### src/rtl/afpm_byte_sequencer.sv
// +--------------------------------------------------------------------------+
// | afpm_byte_sequencer                                                      |
// | Byte-serial operand assembly, core start/done handshake with timeout,    |
// | and byte-serial result return for the logarithmic FP16 multiplier.       |
// | Optional feature macro: AFPM_SEQ_ZERO_SHORTCUT_EN                        |
// | Revision: 1.0                                                            |
// +--------------------------------------------------------------------------+
`default_nettype none

module afpm_byte_sequencer #(
    parameter int unsigned TIMEOUT_CYC = 16,
    parameter logic [15:0] NAN_CODE    = 16'h7E00
) (
    input  logic        clk,
    input  logic        rst_n,
    input  logic        ena,
    input  logic [7:0]  a_byte,
    input  logic [7:0]  b_byte,
    input  logic        byte_valid,
    output logic [15:0] core_a,
    output logic [15:0] core_b,
    output logic        core_start,
    input  logic        core_done,
    input  logic [15:0] core_result,
    output logic [7:0]  out_byte,
    output logic        out_valid,
    output logic        out_last,
    output logic        busy,
    output logic        err_overrun,
    output logic        err_timeout
);

    typedef enum logic [2:0] {
        S_IDLE    = 3'd0,
        S_LOAD_HI = 3'd1,
        S_ISSUE   = 3'd2,
        S_WAIT    = 3'd3,
        S_SEND_LO = 3'd4,
        S_SEND_HI = 3'd5
    } state_t;

    localparam logic [7:0] c_timeout = 8'(TIMEOUT_CYC);

    state_t      state_q, state_d;
    logic [15:0] core_a_q, core_a_d;
    logic [15:0] core_b_q, core_b_d;
    logic [15:0] result_q, result_d;
    logic [7:0]  cnt_q, cnt_d;
    logic        core_start_q, core_start_d;
    logic [7:0]  out_byte_q, out_byte_d;
    logic        out_valid_q, out_valid_d;
    logic        out_last_q, out_last_d;
    logic        busy_q, busy_d;
    logic        err_overrun_q, err_overrun_d;
    logic        err_timeout_q, err_timeout_d;

    always_comb begin
        state_d       = state_q;
        core_a_d      = core_a_q;
        core_b_d      = core_b_q;
        result_d      = result_q;
        cnt_d         = cnt_q;
        core_start_d  = core_start_q;
        out_byte_d    = out_byte_q;
        out_valid_d   = out_valid_q;
        out_last_d    = out_last_q;
        busy_d        = busy_q;
        err_overrun_d = err_overrun_q;
        err_timeout_d = err_timeout_q;

        if (ena) begin
            core_start_d = 1'b0;
            out_valid_d  = 1'b0;
            out_last_d   = 1'b0;

            case (state_q)
                S_IDLE: begin
                    if (byte_valid) begin
                        core_a_d[7:0] = a_byte;
                        core_b_d[7:0] = b_byte;
                        state_d       = S_LOAD_HI;
                    end
                end
                S_LOAD_HI: begin
                    if (byte_valid) begin
                        core_a_d[15:8] = a_byte;
                        core_b_d[15:8] = b_byte;
                        state_d        = S_ISSUE;
                    end
                end
                S_ISSUE: begin
                    cnt_d   = '0;
                    state_d = S_WAIT;
`ifdef AFPM_SEQ_ZERO_SHORTCUT_EN
                    if ((core_a_q[14:0] == 15'd0) || (core_b_q[14:0] == 15'd0)) begin
                        result_d = {core_a_q[15] ^ core_b_q[15], 15'd0};
                        state_d  = S_SEND_LO;
                    end
`endif
                end
                S_WAIT: begin
                    cnt_d = cnt_q + 8'd1;
                    // A done landing on the final counted cycle still wins.
                    if (core_done) begin
                        result_d = core_result;
                        state_d  = S_SEND_LO;
                    end else if (cnt_d == c_timeout) begin
                        result_d      = NAN_CODE;
                        err_timeout_d = 1'b1;
                        state_d       = S_SEND_LO;
                    end
                end
                S_SEND_LO: begin
                    out_byte_d  = result_q[7:0];
                    out_valid_d = 1'b1;
                    state_d     = S_SEND_HI;
                end
                S_SEND_HI: begin
                    out_byte_d  = result_q[15:8];
                    out_valid_d = 1'b1;
                    out_last_d  = 1'b1;
                    state_d     = S_IDLE;
                end
                default: state_d = S_IDLE;
            endcase

            if (byte_valid && (state_q inside {S_ISSUE, S_WAIT, S_SEND_LO, S_SEND_HI}))
                err_overrun_d = 1'b1;

            // Start is registered from the next state so it is visible the cycle ISSUE is entered.
            core_start_d = (state_d == S_ISSUE);
`ifdef AFPM_SEQ_ZERO_SHORTCUT_EN
            if ((core_a_d[14:0] == 15'd0) || (core_b_d[14:0] == 15'd0))
                core_start_d = 1'b0;
`endif
            busy_d = !((state_d == S_IDLE) || (state_d == S_LOAD_HI));
        end
    end

    always_ff @(posedge clk or negedge rst_n) begin
        if (!rst_n) begin
            state_q       <= S_IDLE;
            core_a_q      <= '0;
            core_b_q      <= '0;
            result_q      <= '0;
            cnt_q         <= '0;
            core_start_q  <= 1'b0;
            out_byte_q    <= '0;
            out_valid_q   <= 1'b0;
            out_last_q    <= 1'b0;
            busy_q        <= 1'b0;
            err_overrun_q <= 1'b0;
            err_timeout_q <= 1'b0;
        end else begin
            state_q       <= state_d;
            core_a_q      <= core_a_d;
            core_b_q      <= core_b_d;
            result_q      <= result_d;
            cnt_q         <= cnt_d;
            core_start_q  <= core_start_d;
            out_byte_q    <= out_byte_d;
            out_valid_q   <= out_valid_d;
            out_last_q    <= out_last_d;
            busy_q        <= busy_d;
            err_overrun_q <= err_overrun_d;
            err_timeout_q <= err_timeout_d;
        end
    end

    assign core_a      = core_a_q;
    assign core_b      = core_b_q;
    assign core_start  = core_start_q;
    assign out_byte    = out_byte_q;
    assign out_valid   = out_valid_q;
    assign out_last    = out_last_q;
    assign busy        = busy_q;
    assign err_overrun = err_overrun_q;
    assign err_timeout = err_timeout_q;

endmodule

`default_nettype wire

### config.mk
export PLATFORM = sky130hd
export DESIGN_NAME = afpm_byte_sequencer
export DESIGN_NICKNAME = d
export VERILOG_FILES = /design/src/rtl/afpm_byte_sequencer.sv
export SDC_FILE = /design/constraint.sdc
export NUM_CORES = 1
export LEC_CHECK = 0
export BUFFER_PORTS_ARGS = -buffer_cell sky130_fd_sc_hd__buf_2
export CAP_MARGIN = 0
export CORE_ASPECT_RATIO = 1.4
export CORE_MARGIN = 5
export CORE_UTILIZATION = 52
export CTS_CLUSTER_SIZE = 8
export DETAILED_ROUTE_END_ITERATION = 10
export HOLD_SLACK_MARGIN = 0.06
export PLACE_DENSITY_LB_ADDON = 0.3
export SETUP_SLACK_MARGIN = 0.4
export SYNTH_ARGS = -nofsm -noshare
export SYNTH_HDL_FRONTEND = slang
export SYNTH_SLANG_ARGS = --single-unit
### constraint.sdc
create_clock -name clk -period 2.1 [get_ports clk]
set_clock_uncertainty 0.05 [all_clocks]
set_input_delay 0 -clock clk [delete_from_list [all_inputs] [get_ports clk]]
set_output_delay 0 -clock clk [all_outputs]
set_load 0.02 [all_outputs]
* After elaboration in Yosys (flattened, before gate mapping)
Index checks and enable logic that the tools add are counted.
** Word-level totals
- RAM bits :: 0
- Latch bits :: 0
- Bits in read-only memories :: 0
- Memories kept :: 0
- Bits of input ports :: 37
- Word-level logic and storage cells :: 53
- Register bits after elaboration :: 73
** Operators by class
- Equality and inequality tests :: 8
- Order comparisons :: 0
- Divide/modulo/power cells :: 0
- Muxes and demuxes :: 12
- Shift operators :: 0
- Reductions and logical operators :: 17
- Multipliers :: 0
- Bitwise gates (word level) :: 1
- Add/sub/neg operators :: 1
** Operators with widths (number)
- 16-bit 2-to-1 mux :: 2
- 8-bit case mux with 2 select lines :: 2
- 3-bit 2-to-1 mux :: 5
- 3-bit case mux with 5 select lines :: 1
- 3-bit by 2-bit == test with 1-bit output (second input constant) :: 3
- 3-bit AND reduction :: 3
- 8-bit by 1-bit adder with 8-bit output (second input constant) :: 1
- 8-bit by 5-bit == test with 1-bit output (second input constant) :: 1
- 3-bit by 1-bit == test with 1-bit output (second input constant) :: 2
- 3-bit == test (second input constant) :: 2
- 3-bit zero test :: 2
- 2-bit AND reduction :: 3
- 2-bit nonzero test :: 3
- 4-bit AND reduction :: 1
- 4-bit nonzero test :: 1
- 1-bit 2-to-1 mux :: 2
- 2-bit OR reduction :: 1
- 1-bit logical AND :: 1
- 1-bit zero test :: 1
- 1-bit logical OR :: 1
- 1-bit inverter :: 1

* Depth between registers and ports, before layout
Gate-level depths: netlist of run 1.
- Depth after elaboration :: 9
- Depth in mapped cells :: 6
- Gate-level depth less buffers :: 5

* Worst setup path after synthesis of run 1
Ideal clock, no wire load.
- Path kind :: flip-flop to flip-flop
- Start :: register state_q[0]
- End :: register core_a_q[0], in the netlist core_a[0]
- Slack :: 421 ps
- Setup time :: 125 ps
- Arrival time :: 1504 ps
- Clock period less this slack :: 1679 ps
- Required time :: 1925 ps
- Cell stages (with the launch flop) :: 5
- Path through :: dfrtp_1 -> buf_4 -> nor4_4 -> buf_4 -> mux2_2
** Between the ends
- Cells in the longest elaborated chain, start to end :: 2
** RTL lines
- start, declared :: RTL line 44 : state_t state_q, state_d;
- start signal, assigned :: RTL line 155 : state_q <= state_d;
- 3-bit zero test :: RTL line 76 : case (state_q)
- 3-bit AND reduction (no source line)
- end signal, assigned :: RTL line 156 : core_a_q <= core_a_d;
- end, declared :: RTL line 45 : logic [15:0] core_a_q, core_a_d;
Every way passes these cells.
A chain may end at the register's enable or synchronous reset.

* Worst setup path after layout of run 1
- Start :: register state_q[1]
- End :: register core_b_q[12], in the netlist core_b[12]
** Between the ends
- Cells in the longest elaborated chain, start to end :: 2
** RTL lines
- 3-bit by 1-bit == test with 1-bit output :: RTL line 76
- 3-bit AND reduction (no source line)
- end signal, assigned :: RTL line 157 : core_b_q <= core_b_d;
- end, declared :: RTL line 46 : logic [15:0] core_b_q, core_b_d;
Every way passes these cells.

==> results of run 1 <==
[worst reg2reg max path: stages, from the launching register on]
cell	delay [ns]
dfrtp_2	0.53
nor4_4	0.39
buf_6	0.21
mux2_2	0.35
[through the flow]
stage / setup slack [ns] / util (%) / hold slack (ns) / total power, uW / cells
floorplan: 0.421 / - / -0.346 / 3820 / 275
global placement: 0.275 / 61.8 / 0.145 / 4460 / 422
detailed placement: 0.164 / 61.8 / 0.138 / 4540 / 422
CTS: 0.401 / 71.7 / 0.323 / 5790 / 473
global route: 0.375 / 72.5 / 0.385 / 6180 / 476
finish: 0.459 / 72.5 / 0.285 / 5810 / 476
[kinds of logic after synthesis]
logic type | after synthesis | synth area share (%)
fa+ha+maj | 1 | 0.394
xor+xnor | 2 | 0.552
mux | 36 | 12.6
simple gates | 53 | 9.54
compound gates | 78 | 14.5
flops | 73 | 57.6
buf+inv | 32 | 4.85
[state kept, by name (all words and copies together) (netlist names)]
name,flops
core_start,1
cnt_q,8
core_b,16
err_timeout,1
err_overrun,1
core_a,16
out_byte,8
out_valid,1
result_q,16
busy,1
out_last,1
state_q,3
[Yosys cell counts, drive strengths merged, types with 2 or more instances]
cell type,count
dfrtp,73
nand2,19
mux2i,4
o31ai,2
buf,9
nor4,3
nand3,4
o22ai,6
nor2,17
and3,2
o21ai,31
nand2b,3
a22oi,11
a21oi,19
a21o,2
nand3b,3
mux2,32
inv,20
clkbuf,3
a31oi,2
[layout make-up]
class	count	area, um2	share of cell area, %
Inverter	20	75.1	1.75
Clock inverter	5	81.3	1.90
Sequential cell	73	1830	42.7
Tap cell	70	87.6	2.04
Timing Repair Buffer	128	860	20.1
Multi-Input combinational cell	170	1220	28.5
Clock buffer	10	128	2.98
[path summary, 6_finish.rpt]
| check | startpoint | to | slack [ns] | cells after the start |
|---|---|---|---|---|
| setup / recovery | state_q[1] | core_b[12] | 0.46 | 3 |
| hold / removal | rst_n | state_q[2] | 0.28 | 2 |
| setup reg to reg | state_q[1] | core_b[12] | 0.46 | 3 |
| hold reg to reg | out_byte[5] | out_byte[5] | 0.42 | 2 |
| max in group asynchronous | rst_n | state_q[1] | 1.10 | 2 |
| min in group clk | core_result[5] | result_q[5] | 0.38 | 4 |
[per-layer routing]
layer | up-vias | part of all wire (%) | wire (um) | GRT usage, %
met5 | - | 0 | 0 | 0
li1 | 1226 | - | - | -
met3 | 7 | 5.8 | 438 | 5.73
met1 | 1252 | 41 | 3100 | 23.7
met2 | 76 | 52 | 3960 | 34.3
met4 | 0 | 0.86 | 65 | 4.93
[power breakdown]
part	internal [uW]	switching [uW]	leakage, uW
Sequential	1960	371	0.000871
Clock	663	501	0.000102
Combinational	997	1320	0.00113
Total	3620	2190	0.00210
[timing repair]
| item | in CTS | in global routing |
|---|---|---|
| hold endpoints to repair | 125 | 0 |
| hold buffers | 36 | 0 |
| buffers inserted | 0 | 2 |
| cloned | 0 | 1 |
| setup endpoints to repair | 45 | 56 |
| resized for setup | 4 | 8 |
| pin swaps | 0 | 0 |
==> out/qor.csv, run 1 <==
stage;metric;value;unit
status;status;finished clean;
timing;rsz0062_at_grt;false;
routing;drtIter0Drc;148;
worst_setup_path;start_kind;flop;
logic_synthesis;ys.flop_type;dfrtp_1;
routing;drc;0;
logic_synthesis;synth_edf_count;0;
cells_and_area;final_nets;440;
routing;wl;7.56;mm
logic_synthesis;synth_area_leaders;dfrtp_1 58%, mux2_2 11%, o21ai_0 4.9%;
die;die_w;76.0;um
global_routing;grt_usage;19.6;%
logic_synthesis;syn-num-nets;313;
routing;firstDrtPassIters;4;
worst_setup_path;worstSetupPathType;reg -> reg;
worst_setup_path;arrival;1.81;ns
cells_and_area;final_common_cell;buf_2;
clock_network;numCtsBuffers;9;
routing;vias;2561;
logic_synthesis;syn-cell-area;3170;um2
logic_synthesis;syn_area_per_cell;11.5;um2
die;coreArea;5900;um2
worst_setup_path;crit_fanout;14;
cells_and_area;final_cell_mix;81 x buf_2, 71 x dfrtp_1, 36 x dlygate4sd3_1;
pwr;ir_drop;0.921;mV
placement;dpl-instance-area;3650;um2
die;fp.dieH;102;um
clock_network;cts_tree;done;
placement;place.gp.congestion;0.795;
logic_synthesis;synth.distinct_cells;36;
die;dieArea;7790;um2
clock_network;clk_path_buf_depth;2;
clock_network;cts_sinks;73;
clock_network;clk_pin_slew;0.07;ns
worst_setup_path;cp_cell_sequence;nor4_4, buf_6, mux2_2;
flow_run;maxCapViolCount;0;
logic_synthesis;yosys.area.top_type;dfrtp_1;
timing;setup_violations;0;
placement;dp_hpwl;4.80;mm
timing;report.final.slew_viol_count;0;
worst_setup_path;cpLargestDelayFamily;flip-flops;
cells_and_area;antenna_cells;0;
global_routing;antenna_found_initial;0;
clock_network;cts-root-buf;clkbuf_8;
clock_network;htreeDepth;3;
cells_and_area;fill_cells;417;
die;fp-row-count;33;
global_routing;gr-total-overflow;0;
die;ios;83;
timing;fin_crit;1.64;ns
cells_and_area;drive_gt1_share;36.7;%
clock_network;insertion_delay;0.33;ns
cells_and_area;design_area;4280;um2
logic_synthesis;async_flop_share;100;%
hold_path;hold_path_class;in -> async;
timing;setup_tns;0;ns
worst_setup_path;cp.required;2.27;ns
timing;period_share;78.1;%
placement;numPortBuffers;82;
global_routing;grt_max_degree;74;
global_routing;grt_pass1_vias;2630;
routing;postRouteAntennaNets;0;
timing;worst_pin_slew;0.891;ns
pwr;p_leak;0.00210;uW
worst_setup_path;slowest_stage;dfrtp_2;
worst_setup_path;max_stage_delay;0.53;ns
logic_synthesis;synth_seq_cells;73;
logic_synthesis;synth_top_area_share;57.6;%
timing;max_freq;609;MHz
routing;via_per_inst;5.38;
logic_synthesis;syn_inst;275;
worst_setup_path;end_kind;flop;
logic_synthesis;yosysSeqAreaShare;57.6;%
die;start_util;53.7;%
global_routing;grt_pass1_wl;12.5;mm
cells_and_area;syn_to_final_growth;35.0;%
timing;slew_headroom;40.6;%
logic_synthesis;yosysWarningCount;0;
worst_setup_path;critPathBufInv;1;
routing;wire_per_inst;15.9;um
timing;hold_violations;0;
pwr;power.density;1360;nW/um2
No activity file was read; power rests on OpenSTA's default activity.
==> run 2: changes to the inputs <==
--- a/config.mk
+++ b/config.mk
@@ -9,7 +9,7 @@
 export CAP_MARGIN = 0
 export CORE_ASPECT_RATIO = 1.4
 export CORE_MARGIN = 5
-export CORE_UTILIZATION = 52
+export CORE_UTILIZATION = 47
 export CTS_CLUSTER_SIZE = 8
 export DETAILED_ROUTE_END_ITERATION = 10
 export HOLD_SLACK_MARGIN = 0.06
==> constraint.sdc (replaced) <==
create_clock -name clk -period 1.5 [get_ports clk]
set_clock_uncertainty 0.05 [all_clocks]
set_input_delay 0 -clock clk [delete_from_list [all_inputs] [get_ports clk]]
set_output_delay 0 -clock clk [all_outputs]
set_load 0.02 [all_outputs]
==> out/qor.csv, run 2 (synthesis results as in run 1) <==
stage;metric;value;unit;change
worst_setup_path;critPathBufInv;2;;+1
die;start_util;48.3;%;-5.4 points
hold_path;hold_path_class;in -> async;;
timing;slew_headroom;74.3;%;+34 points
die;dieArea;8520;um2;+9.4%
die;die_w;79.4;um;+4.5%
timing;max_freq;644;MHz;+5.7%
worst_setup_path;arrival;1.74;ns;-0.07 ns
die;fp.dieH;107;um;+4.7%
worst_setup_path;setup.worst_path.start;state_q[1];;
status;status;finished, violations left;;
worst_setup_path;cpLargestDelayFamily;flip-flops;;
worst_setup_path;regToRegStartpoint;state_q[1];;
global_routing;grt_pass1_vias;2821;;+7.3%
pwr;power.density;1870;nW/um2;+38%
clock_network;numCtsBuffers;9;;unchanged
cells_and_area;final_nets;468;;+6.4%
global_routing;grt_pass1_wl;13.6;mm;+9.1%
timing;period_share;104;%;+25 points
cells_and_area;drive_gt1_share;52.0;%;+15 points
cells_and_area;antenna_cells;0;;unchanged
cells_and_area;layout.cells.non_filler;509;;+6.9%
global_routing;antenna_found_initial;0;;unchanged
cells_and_area;syn_to_final_growth;55.5;%;
worst_setup_path;crit_fanout;5;;-9
global_routing;gr-total-overflow;0;;unchanged
cells_and_area;final_common_cell;buf_2;;
die;ios;83;;unchanged
placement;dp_cells;445;;+5.5%
timing;worst_pin_slew;0.385;ns;-0.506 ns
timing;fin_crit;1.55;ns;-0.0879 ns
placement;dp_hpwl;5.19;mm;+8.1%
die;coreArea;6570;um2;+11%
placement;numPortBuffers;82;;unchanged
timing;hold_violations;0;;unchanged
routing;vias;2717;;+6.1%
pwr;p_leak;0.00237;uW;+13%
placement;place.gp.congestion;0.864;;+8.6%
pwr;ir_drop;1.36;mV;+47%
routing;firstDrtPassIters;4;;unchanged
routing;drc;0;;unchanged
timing;rsz0062_at_grt;true;;
routing;via_per_inst;5.34;;-0.79%
clock_network;cts_tree;done;;
clock_network;cts_sinks;73;;unchanged
die;fp-row-count;35;;+6.1%
clock_network;insertion_delay;0.35;ns;+0.02 ns
clock_network;cts-root-buf;clkbuf_8;;
status;violations;setup timing;;
worst_setup_path;start_kind;flop;;
worst_setup_path;end_kind;flop;;
clock_network;clk_path_buf_depth;2;;unchanged
clock_network;htreeDepth;3;;unchanged
clock_network;clk_pin_slew;0.09;ns;+0.02 ns
worst_setup_path;slowest_stage;dfrtp_2;;
routing;wl;8.74;mm;+16%
cells_and_area;final_cell_mix;81 x buf_2, 70 x dfrtp_1, 36 x dlygate4sd3_1;;
timing;holdWs;0.0622;ns;-0.222 ns
timing;finalWorstSetupSlack;-0.0529;ns;-0.512 ns
global_routing;grt_usage;20.6;%;+1.0 points
flow_run;maxCapViolCount;0;;unchanged
worst_setup_path;cp_cell_sequence;buf_4, nand4b_4, clkbuf_16, a22oi_1, o21ai_2;;
global_routing;grt_max_degree;37;;-50%
worst_setup_path;cp.required;1.68;ns;-0.59 ns
worst_setup_path;worstSetupPathType;reg -> reg;;
timing;setup_violations;3;;+3
routing;postRouteAntennaNets;0;;unchanged
worst_setup_path;max_stage_delay;0.45;ns;-0.08 ns
routing;wire_per_inst;17.2;um;+8.1%
timing;report.final.slew_viol_count;0;;unchanged
routing;drtIter0Drc;101;;-32%
run 2: changes by cell type in the layout (fill, tap and decap cells not counted), sizes merged:
cell and change:
clkbuf +1, inv +3, buf +26, clkinvlp -1
run 2: what timing repair did:
item | in CTS | in global routing
cloned | 0 | 2
endpoints found under the setup margin | 72 | 73
gates resized for setup | 31 | 44
buffers inserted | 5 | 5
endpoints found under the hold margin | 126 | 0
hold buffers | 36 | 0
pin swaps | 4 | 7
run 2: layout make-up:
cell class              instances  area, um2
flip-flops and latches         73       1830
fillers                       407       1630
multi-input cells             170       1520
repair buffers                156       1190
clock buffers                   9        124
clock inverters                 7        100
well taps                      74       92.6
inverters                      20       75.1
run 2: metrics by stage:
stage	utilization (%)	cell area [um2]	setup TNS, ns	power, uW	setup WS, ns
after detailed placement	59.8	3930	-0.0146	6750	-0.00711
after floorplan	-	3280	-1.62	5530	-0.0903
final	75.1	4930	-0.0557	9230	-0.0529
after global placement	59.8	3930	0	6630	0.00709
after CTS	71.1	4670	-0.0951	8860	-0.0185
after global routing	75.1	4930	-1.03	9760	-0.0644
run 2: report_power, final:
part           internal [uW]  switching [uW]  total (uW)
Clock                    954             776        1730
Combinational           2000            2210        4210
Sequential              2750             536        3280
Total                   5700            3520        9230
run 2: worst paths after layout:
check                      slack, ns  cells past startpoint           to
hold / removal                  0.06                      2  result_q[1]
setup / recovery               -0.05                      5  result_q[3]
min in group clk                0.09                      3   state_q[0]
hold reg to reg                 0.44                      2  out_byte[2]
max in group asynchronous       0.81                      3   state_q[1]
setup reg to reg               -0.05                      5  result_q[3]
run 2: metal layers:
metal | wire, um | global-route usage, %
met5 | 0 | 0
met4 | 158 | 8.72
met3 | 491 | 5.21
met2 | 4750 | 35.7
met1 | 3340 | 23.7
